<file path="src/rtl/axis_be_skid_stage.sv">
// Registered AXI-Stream slice with a two-entry skid buffer for the big-endian stream.
// Keeps packet statistics and, with STRB_CHECK_EN defined, checks tstrb legality.
//
// Ports:
//   clk, reset              rising-edge clock, synchronous active-high reset
//   s_axis_*                upstream big-endian stream (tready is a register output)
//   m_axis_*                registered downstream stream
//   clear_stats             synchronous clear of pkt_count, err_count, err_sticky
//   pkt_count               saturating count of accepted tlast beats
//   err_count, err_sticky   illegal-tstrb statistics (constant 0 without STRB_CHECK_EN)
module axis_be_skid_stage #(
  parameter int C_AXIS_DATA_WIDTH  = 256,
  parameter int C_AXIS_TUSER_WIDTH = 128,
  parameter int C_CNT_WIDTH        = 32
) (
  input  logic                            clk,
  input  logic                            reset,
  input  logic [C_AXIS_DATA_WIDTH-1:0]    s_axis_tdata,
  input  logic [C_AXIS_DATA_WIDTH/8-1:0]  s_axis_tstrb,
  input  logic [C_AXIS_TUSER_WIDTH-1:0]   s_axis_tuser,
  input  logic                            s_axis_tvalid,
  output logic                            s_axis_tready,
  input  logic                            s_axis_tlast,
  output logic [C_AXIS_DATA_WIDTH-1:0]    m_axis_tdata,
  output logic [C_AXIS_DATA_WIDTH/8-1:0]  m_axis_tstrb,
  output logic [C_AXIS_TUSER_WIDTH-1:0]   m_axis_tuser,
  output logic                            m_axis_tvalid,
  input  logic                            m_axis_tready,
  output logic                            m_axis_tlast,
  input  logic                            clear_stats,
  output logic [C_CNT_WIDTH-1:0]          pkt_count,
  output logic [C_CNT_WIDTH-1:0]          err_count,
  output logic                            err_sticky
);

  localparam int DW = C_AXIS_DATA_WIDTH;
  localparam int SW = C_AXIS_DATA_WIDTH / 8;
  localparam int UW = C_AXIS_TUSER_WIDTH;
  localparam int BW = DW + SW + UW + 1;

  localparam logic [C_CNT_WIDTH-1:0] CNT_ONE = 1;

  typedef enum logic [1:0] {
    EMPTY = 2'd0,
    ONE   = 2'd1,
    TWO   = 2'd2
  } state_e;

  state_e          state_q;
  state_e          state_d;
  logic [BW-1:0]   main_q;
  logic [BW-1:0]   main_d;
  logic [BW-1:0]   skid_q;
  logic [BW-1:0]   skid_d;
  logic            s_ready_q;
  logic            s_ready_d;
  logic [BW-1:0]   in_beat;
  logic            m_valid;
  logic            acc;
  logic            drn;

  // ---------------------------------------------------------------
  // Handshake events
  // ---------------------------------------------------------------
  assign in_beat = {s_axis_tdata, s_axis_tstrb,
                    s_axis_tuser, s_axis_tlast};

  assign m_valid = (state_q != EMPTY);
  assign acc     = s_axis_tvalid & s_ready_q;
  assign drn     = m_valid & m_axis_tready;

  // ---------------------------------------------------------------
  // Buffer control
  // ---------------------------------------------------------------
  always_comb begin
    state_d = state_q;
    main_d  = main_q;
    skid_d  = skid_q;
    unique case (state_q)
      EMPTY: begin
        if (acc) begin
          main_d  = in_beat;
          state_d = ONE;
        end
      end
      ONE: begin
        unique case (1'b1)
          (acc & drn): begin
            main_d = in_beat;
          end
          (acc & ~drn): begin
            skid_d  = in_beat;
            state_d = TWO;
          end
          (~acc & drn): begin
            state_d = EMPTY;
          end
          default: begin
            state_d = ONE;
          end
        endcase
      end
      TWO: begin
        if (drn) begin
          main_d  = skid_q;
          state_d = ONE;
        end
      end
      default: begin
        state_d = EMPTY;
      end
    endcase
  end

  // Ready is registered from the next state so that it never
  // depends combinationally on m_axis_tready.
  always_comb begin
    s_ready_d = (state_d != TWO);
  end

  always_ff @(posedge clk) begin
    if (reset) begin
      state_q   <= EMPTY;
      main_q    <= '0;
      skid_q    <= '0;
      s_ready_q <= 1'b0;
    end else begin
      state_q   <= state_d;
      main_q    <= main_d;
      skid_q    <= skid_d;
      s_ready_q <= s_ready_d;
    end
  end

  assign s_axis_tready = s_ready_q;
  assign m_axis_tvalid = m_valid;

  assign {m_axis_tdata, m_axis_tstrb,
          m_axis_tuser, m_axis_tlast} = main_q;

  // ---------------------------------------------------------------
  // Packet statistics
  // ---------------------------------------------------------------
  logic [C_CNT_WIDTH-1:0] pkt_q;
  logic [C_CNT_WIDTH-1:0] pkt_d;

  always_comb begin
    pkt_d = pkt_q;
    if (clear_stats) begin
      pkt_d = '0;
    end else if (acc & s_axis_tlast & ~(&pkt_q)) begin
      pkt_d = pkt_q + CNT_ONE;
    end
  end

  always_ff @(posedge clk) begin
    if (reset) begin
      pkt_q <= '0;
    end else begin
      pkt_q <= pkt_d;
    end
  end

  assign pkt_count = pkt_q;

`ifdef STRB_CHECK_EN
  // ---------------------------------------------------------------
  // tstrb legality for big-endian ordering
  // ---------------------------------------------------------------
  logic                   strb_full;
  logic                   strb_hole;
  logic                   strb_last_ok;
  logic                   strb_bad;
  logic [C_CNT_WIDTH-1:0] err_q;
  logic [C_CNT_WIDTH-1:0] err_d;
  logic                   sticky_q;
  logic                   sticky_d;

  // A last beat must look like 1..10..0: the MSB is set and no
  // lower bit is set below a cleared one.
  always_comb begin
    strb_full    = &s_axis_tstrb;
    strb_hole    = |(s_axis_tstrb[SW-2:0] & ~s_axis_tstrb[SW-1:1]);
    strb_last_ok = s_axis_tstrb[SW-1] & ~strb_hole;
    strb_bad     = acc & (s_axis_tlast ? ~strb_last_ok : ~strb_full);
  end

  always_comb begin
    err_d    = err_q;
    sticky_d = sticky_q;
    if (clear_stats) begin
      err_d    = '0;
      sticky_d = 1'b0;
    end else if (strb_bad) begin
      sticky_d = 1'b1;
      if (~(&err_q)) begin
        err_d = err_q + CNT_ONE;
      end
    end
  end

  always_ff @(posedge clk) begin
    if (reset) begin
      err_q    <= '0;
      sticky_q <= 1'b0;
    end else begin
      err_q    <= err_d;
      sticky_q <= sticky_d;
    end
  end

  assign err_count  = err_q;
  assign err_sticky = sticky_q;
`else
  assign err_count  = '0;
  assign err_sticky = 1'b0;
`endif

endmodule

</file>
<file path="config.mk">
export PLATFORM = sky130hd
export DESIGN_NAME = axis_be_skid_stage
export DESIGN_NICKNAME = d
export VERILOG_FILES = /design/src/rtl/axis_be_skid_stage.sv
export SDC_FILE = /design/constraint.sdc
export NUM_CORES = 2
export LEC_CHECK = 0
export ABC_CLOCK_PERIOD_IN_PS = 3600
export BUFFER_PORTS_ARGS = -buffer_cell sky130_fd_sc_hd__buf_4
export CORE_AREA = 2 2 348 350
export CTS_BUF_LIST = sky130_fd_sc_hd__clkbuf_2
export CTS_CLUSTER_DIAMETER = 150
export DETAILED_ROUTE_END_ITERATION = 7
export DIE_AREA = 0 0 350 352
export GPL_ROUTABILITY_DRIVEN = 0
export PLACE_DENSITY = 0.58
export SLEW_MARGIN = 30
export SYNTH_ARGS = -nofsm -noshare
export SYNTH_HDL_FRONTEND = slang
export SYNTH_SLANG_ARGS = --single-unit
export TNS_END_PERCENT = 20
</file>
<file path="constraint.sdc">
create_clock -name clk -period 3.6 [get_ports clk]
set_input_delay 0.18 -clock clk [delete_from_list [all_inputs] [get_ports clk]]
set_output_delay 0.18 -clock clk [all_outputs]
set_load 0.1 [all_outputs]
</file>
==> results.md, run 1 <==
- Root Buffer: clkbuf_2
- Post-Syn Instances: approximately 4400
- Placed wire-length estimate: between 80 and 90 mm
- Sequential area share after synthesis: 0.5152
- CTS buffer count: around 230
- Syn Area/Cell: 7.701 um2
- Die Y: 352 um
- Main synth FF type: dfxtp_1
- Starting Density: 0.2830
- Failed at: clock tree synthesis
- Cells after DPL: around 6600
- Hold_buf cts: about 1400
- Synth unique cells: 45
- Post_cts resized: 0
- H-tree levels: 4
- Status: did not finish
- #FFs+latches synth: about 870
- Post-synth ARST share: 0
- Number of port buffers: roughly 870
- IO Count: a little over 900
- Stop err: [ERROR RSZ-0060] Max buffer count reached.
- Post CTS Setup Buffer Count: 0
- Post-Syn Area: about 0.034 mm2
- Sink Count: approximately 870
- Die X: between 300 and 400 um
- Clock Path Buffers: 3
- Std cell rows: around 130
- EDFF count, synth: 0
- Synth warn: 0
metrics by stage:
step                utilization  hold slack (ns)  worst slack (ns)  area (um2)
floorplan                     -           0.2568            0.5760       33890
global placement         0.3519           0.3868             1.100       42000
detailed placement       0.3519           0.3789             1.062       42000
synthesized netlist by cell type (2+ instances only):
| cell type | n | share of area |
|---|---|---|
| o21ai_0 | 7 | 0.0010 |
| xnor2_1 | 4 | 0.0010 |
| o31ai_1 | 8 | 0.0018 |
| dfxtp_1 | 869 | 0.52 |
| nand4_1 | 9 | 0.0017 |
| nor4_1 | 4 | 0.00074 |
| mux2i_1 | 8 | 0.0024 |
| nand2b_1 | 2 | 0.00037 |
| nor2_1 | 434 | 0.048 |
| xor2_1 | 2 | 0.00052 |
| or2_2 | 4 | 0.00074 |
| buf_4 | 33 | 0.0073 |
| nor3_1 | 6 | 0.00089 |
| ha_1 | 3 | 0.0011 |
| inv_1 | 5 | 0.00056 |
| nor2b_1 | 2 | 0.00037 |
| or4_4 | 2 | 0.00067 |
| or4_1 | 7 | 0.0016 |
| and2_1 | 3 | 0.00056 |
| buf_1 | 25 | 0.0028 |
| nor4b_1 | 2 | 0.00052 |
| nand3b_1 | 2 | 0.00044 |
| nand3_1 | 7 | 0.0010 |
| a21oi_1 | 435 | 0.064 |
| a31oi_1 | 2 | 0.00037 |
| nand2_1 | 1694 | 0.19 |
| or3_1 | 15 | 0.0028 |
| a311oi_1 | 419 | 0.11 |
| clkbuf_1 | 356 | 0.040 |
logic make-up after synthesis:
| logic type | count (synthesis) | share of synthesized area |
|---|---|---|
| xor+xnor | 6 | 0.001556 |
| mux | 8 | 0.002371 |
| flops | 869 | 0.5152 |
| compound gates | 879 | 0.1784 |
| simple gates | 2200 | 0.2510 |
| buf+inv | 419 | 0.05024 |
| fa+ha+maj | 3 | 0.001112 |
| other cells | 1 | 0.0001110 |
==> inputs of run 2 (changes only) <==
--- a/config.mk
+++ b/config.mk
@@ -7,13 +7,11 @@
 export LEC_CHECK = 0
 export ABC_CLOCK_PERIOD_IN_PS = 3600
 export BUFFER_PORTS_ARGS = -buffer_cell sky130_fd_sc_hd__buf_4
-export CORE_AREA = 2 2 348 350
-export CTS_BUF_LIST = sky130_fd_sc_hd__clkbuf_2
-export CTS_CLUSTER_DIAMETER = 150
+export CORE_MARGIN = 2
+export CORE_UTILIZATION = 28
 export DETAILED_ROUTE_END_ITERATION = 7
-export DIE_AREA = 0 0 350 352
 export GPL_ROUTABILITY_DRIVEN = 0
-export PLACE_DENSITY = 0.58
+export PLACE_DENSITY_LB_ADDON = 0.15
 export SLEW_MARGIN = 30
 export SYNTH_ARGS = -nofsm -noshare
 export SYNTH_HDL_FRONTEND = slang
==> run 2 against run 1 <==
Effect of this change: the flow now finishes without violations; synthesized area unchanged; synthesized cell count unchanged.
==> results.md, run 2 <==
- Final #Nets: between 5000 and 6000
- Global Route Usage Sum: 0.1954
- Sequential area share after synthesis: 0.5152 (unchanged)
- Final ANT Viol Nets: 0
- Worst-margin pin slew: 0.9681 ns
- Main synth FF type: dfxtp_1
- Sw Ratio: 0.3321
- Drt first pass iters: 6
- CP max stage cell: dlygate4sd3_1
- Status: complete, no violations
- Root Buffer: clkbuf_16
- Post-Syn Area: 0.03377 mm2 (unchanged)
- Synth warn: 0 (unchanged)
- Starting Density: 0.2818 (-0.001126)
- Die Y: 351.3 um (-0.20%)
- Critical path's largest stage delay: 0.57 ns
- R2R Setup Slk: approximately 0.67 ns
- Pwr dens: roughly 530 mW/mm2
- Max Slew Vio Count: 0
- Sink Count: 869 (unchanged)
- Syn Area/Cell: 7.701 um2 (unchanged)
- Tcrit/Tclk final: 0.8147
- Reg power frac: 0.397
- Clk_skew: ~0.025 ns
- CP Capture Point: skid_q[15]
- Top-count cell post-synth: nand2_1
- Combinational power share: 0.220
- Fmax: around 340 MHz
- Critical R2R Capture: skid_q[15]
- Clock slew at reported path FFs: ~0.06 ns
- Synth area leader: dfxtp_1
- Crit Reg-Reg Startpoint: state_q[1]
- Hold WC Path Type: input pin to flip-flop
- Critical Path AT: roughly 3.5 ns
- Placed wire-length estimate: 85.12 mm (+6.3%)
- Core area: ~0.12 mm2
- Hold_buf cts: 433 (-69%)
- H-tree levels: 3 (-1)
- Die X: 351.3 um (+0.37%)
- Ranking of synthesized cells by area: dfxtp_1 (52%), nand2_1 (19%), a311oi_1 (11%)
- First-pass GRT wire length: 190.1 mm
- IO Count: 906 (unchanged)
- Worst-path maximum fanout: 35
- Antenna violations before repair: 16
- P_leak: between 15 and 20 nW
- CTS buffer count: 98 (-57%)
- Min Hold Slack: 0.2984 ns
- Post_cts resized: 0 (unchanged)
- Worst rel slew slack: 0.3522
- Commonest non-fill, non-tap cell in the layout: nand2_1
- Setup_tns: 0 ns
- Share of the synthesized area in the top cell type: 0.5152 (unchanged)
- Part of the power in the clock network: 0.383
- #FFs+latches synth: 869 (unchanged)
- Sw power: 0.008684 W
- Critical Path Start Type: flip-flop
- Die area: 0.1234 mm2
- Required @ worst endpoint: approximately 4.2 ns
- Final Hold Fails: 0
- Internal power: 0.01747 W
- Commonest cells in the synthesized netlist: nand2_1 (1694), dfxtp_1 (869), a21oi_1 (435)
- Post CTS Setup Buffer Count: 0 (unchanged)
- Commonest cells after routing, fill and taps aside: nand2_1 (1693), buf_4 (914), dfxtp_1 (869)
- Final wirelength: ~130 mm
- Hold path start: s_axis_tdata[145]
- Minimum clock period: just under 3 ns
- Crit-path cells: or2_2, and2_1, inv_1, ha_1, nand2_4, buf_4, nand2_1, a21oi_1, dlygate4sd3_1
- Crit Path Class: flip-flop to flip-flop
- Post-synth ARST share: 0 (unchanged)
- Routed vias/inst: approximately 4.7
- Clk_lat worst skew: just under 0.7 ns
- Layout cell share with drive strength beyond 1: 0.2015
- Via count: 33729
- RSZ-0062 raised after global routing: false
- DRC viols: 0
- Clock Path Buffers: 3 (unchanged)
- Max-cap violations: 0
- Max VDD drop: between 300 and 400 uV
- Worst r2r path cells: 9
- Worst setup path startpoint: state_q[1]
- Syn-to-layout area delta: 46.77%
- CTS tree: done
- Number of global-route vias before repair: between 30000 and 40000
- Grt ovf: 0
- EDFF count, synth: 0 (unchanged)
- CP Capture Type: flip-flop
- Std cell rows: 127 (unchanged)
- Avg WL per Cell: 17.82 um
- Final setup fails: 0
- Post-Syn Instances: 4385 (unchanged)
- Largest net degree at the start of global routing: ~150
- Number of port buffers: 872 (unchanged)
- DR iter-0 viols: 2097
- Synth unique cells: 45 (unchanged)
run 2: stage by stage:
| stage | area [um2] | power (W) | util | setup slack (ns) | instances |
|---|---|---|---|---|---|
| 3_3_place_gp | 42000 | 0.01594 | 0.3505 | 1.009 | 6573 |
| 5_1_grt | 49560 | 0.02716 | 0.4136 | 0.4364 | 7194 |
| 2_1_floorplan | 33890 | 0.01438 | - | 0.5760 | 4417 |
| 3_5_place_dp | 42000 | 0.01596 | 0.3505 | 0.9622 | 6573 |
| 4_1_cts | 49530 | 0.02650 | 0.4134 | 0.6397 | 7181 |
| 6_report | 49560 | 0.02615 | 0.4137 | 0.6670 | 7196 |
run 2: metal layers:
metal / track usage / vias to the layer above / routed length [um]
met5: 0 / - / 44
met4: 0.07832 / 6 / 4753
met3: 0.05378 / 209 / 8748
met2: 0.3319 / 845 / 62060
met1: 0.2322 / 15710 / 52650
li1: - / 16959 / -
run 2: worst max-delay path, delay by kind of cell, from the launching register on:
family          cells  cell delay (ns)
fa+ha+maj           1             0.23
compound gates      1             0.15
flops               1             0.44
simple gates        4             0.91
buf+inv             3             1.12
run 2: cell families after synthesis:
group / synth area share
buffers and inverters: 0.05024
XOR/XNOR: 0.001556
adder cells (fa/ha/maj): 0.001112
AND/OR/NAND/NOR: 0.2510
other: 0.0001110
flip-flops: 0.5152
multiplexers: 0.002371
AO/OA/AOI/OAI: 0.1784
run 2: power by group through the flow:
stage | combinational [W] | sequential, W | clock [W]
CTS | 0.00578 | 0.0104 | 0.0103
floorplan | 0.00122 | 0.0132 | 0
global placement | 0.00536 | 0.0106 | 0
global route | 0.00603 | 0.0104 | 0.0107
finish | 0.00575 | 0.0104 | 0.0100
detailed placement | 0.00538 | 0.0106 | 0
run 2: final cells by class:
type                       instances  area, um2
antenna                           15      37.54
clock buffer                     146       2865
clock inverter                    29      329.1
fill                           12380      70250
inverter                           5      18.77
multi-input combinational       3129      14830
sequential                       869      17400
tap                             1612       2017
timing repair buffer            1391      12070
run 2: worst min-delay path by stage:
| stage | endpoint | cells past startpoint |
|---|---|---|
| 6_report | skid_q[306] | 4 |
| 2_1_floorplan | state_q[1] | 1 |
| 3_3_place_gp | state_q[1] | 2 |
| 3_5_place_dp | state_q[1] | 2 |
| 4_1_cts | skid_q[249] | 4 |
| 5_1_grt | skid_q[249] | 4 |
Power figures use the tool's default switching activity.
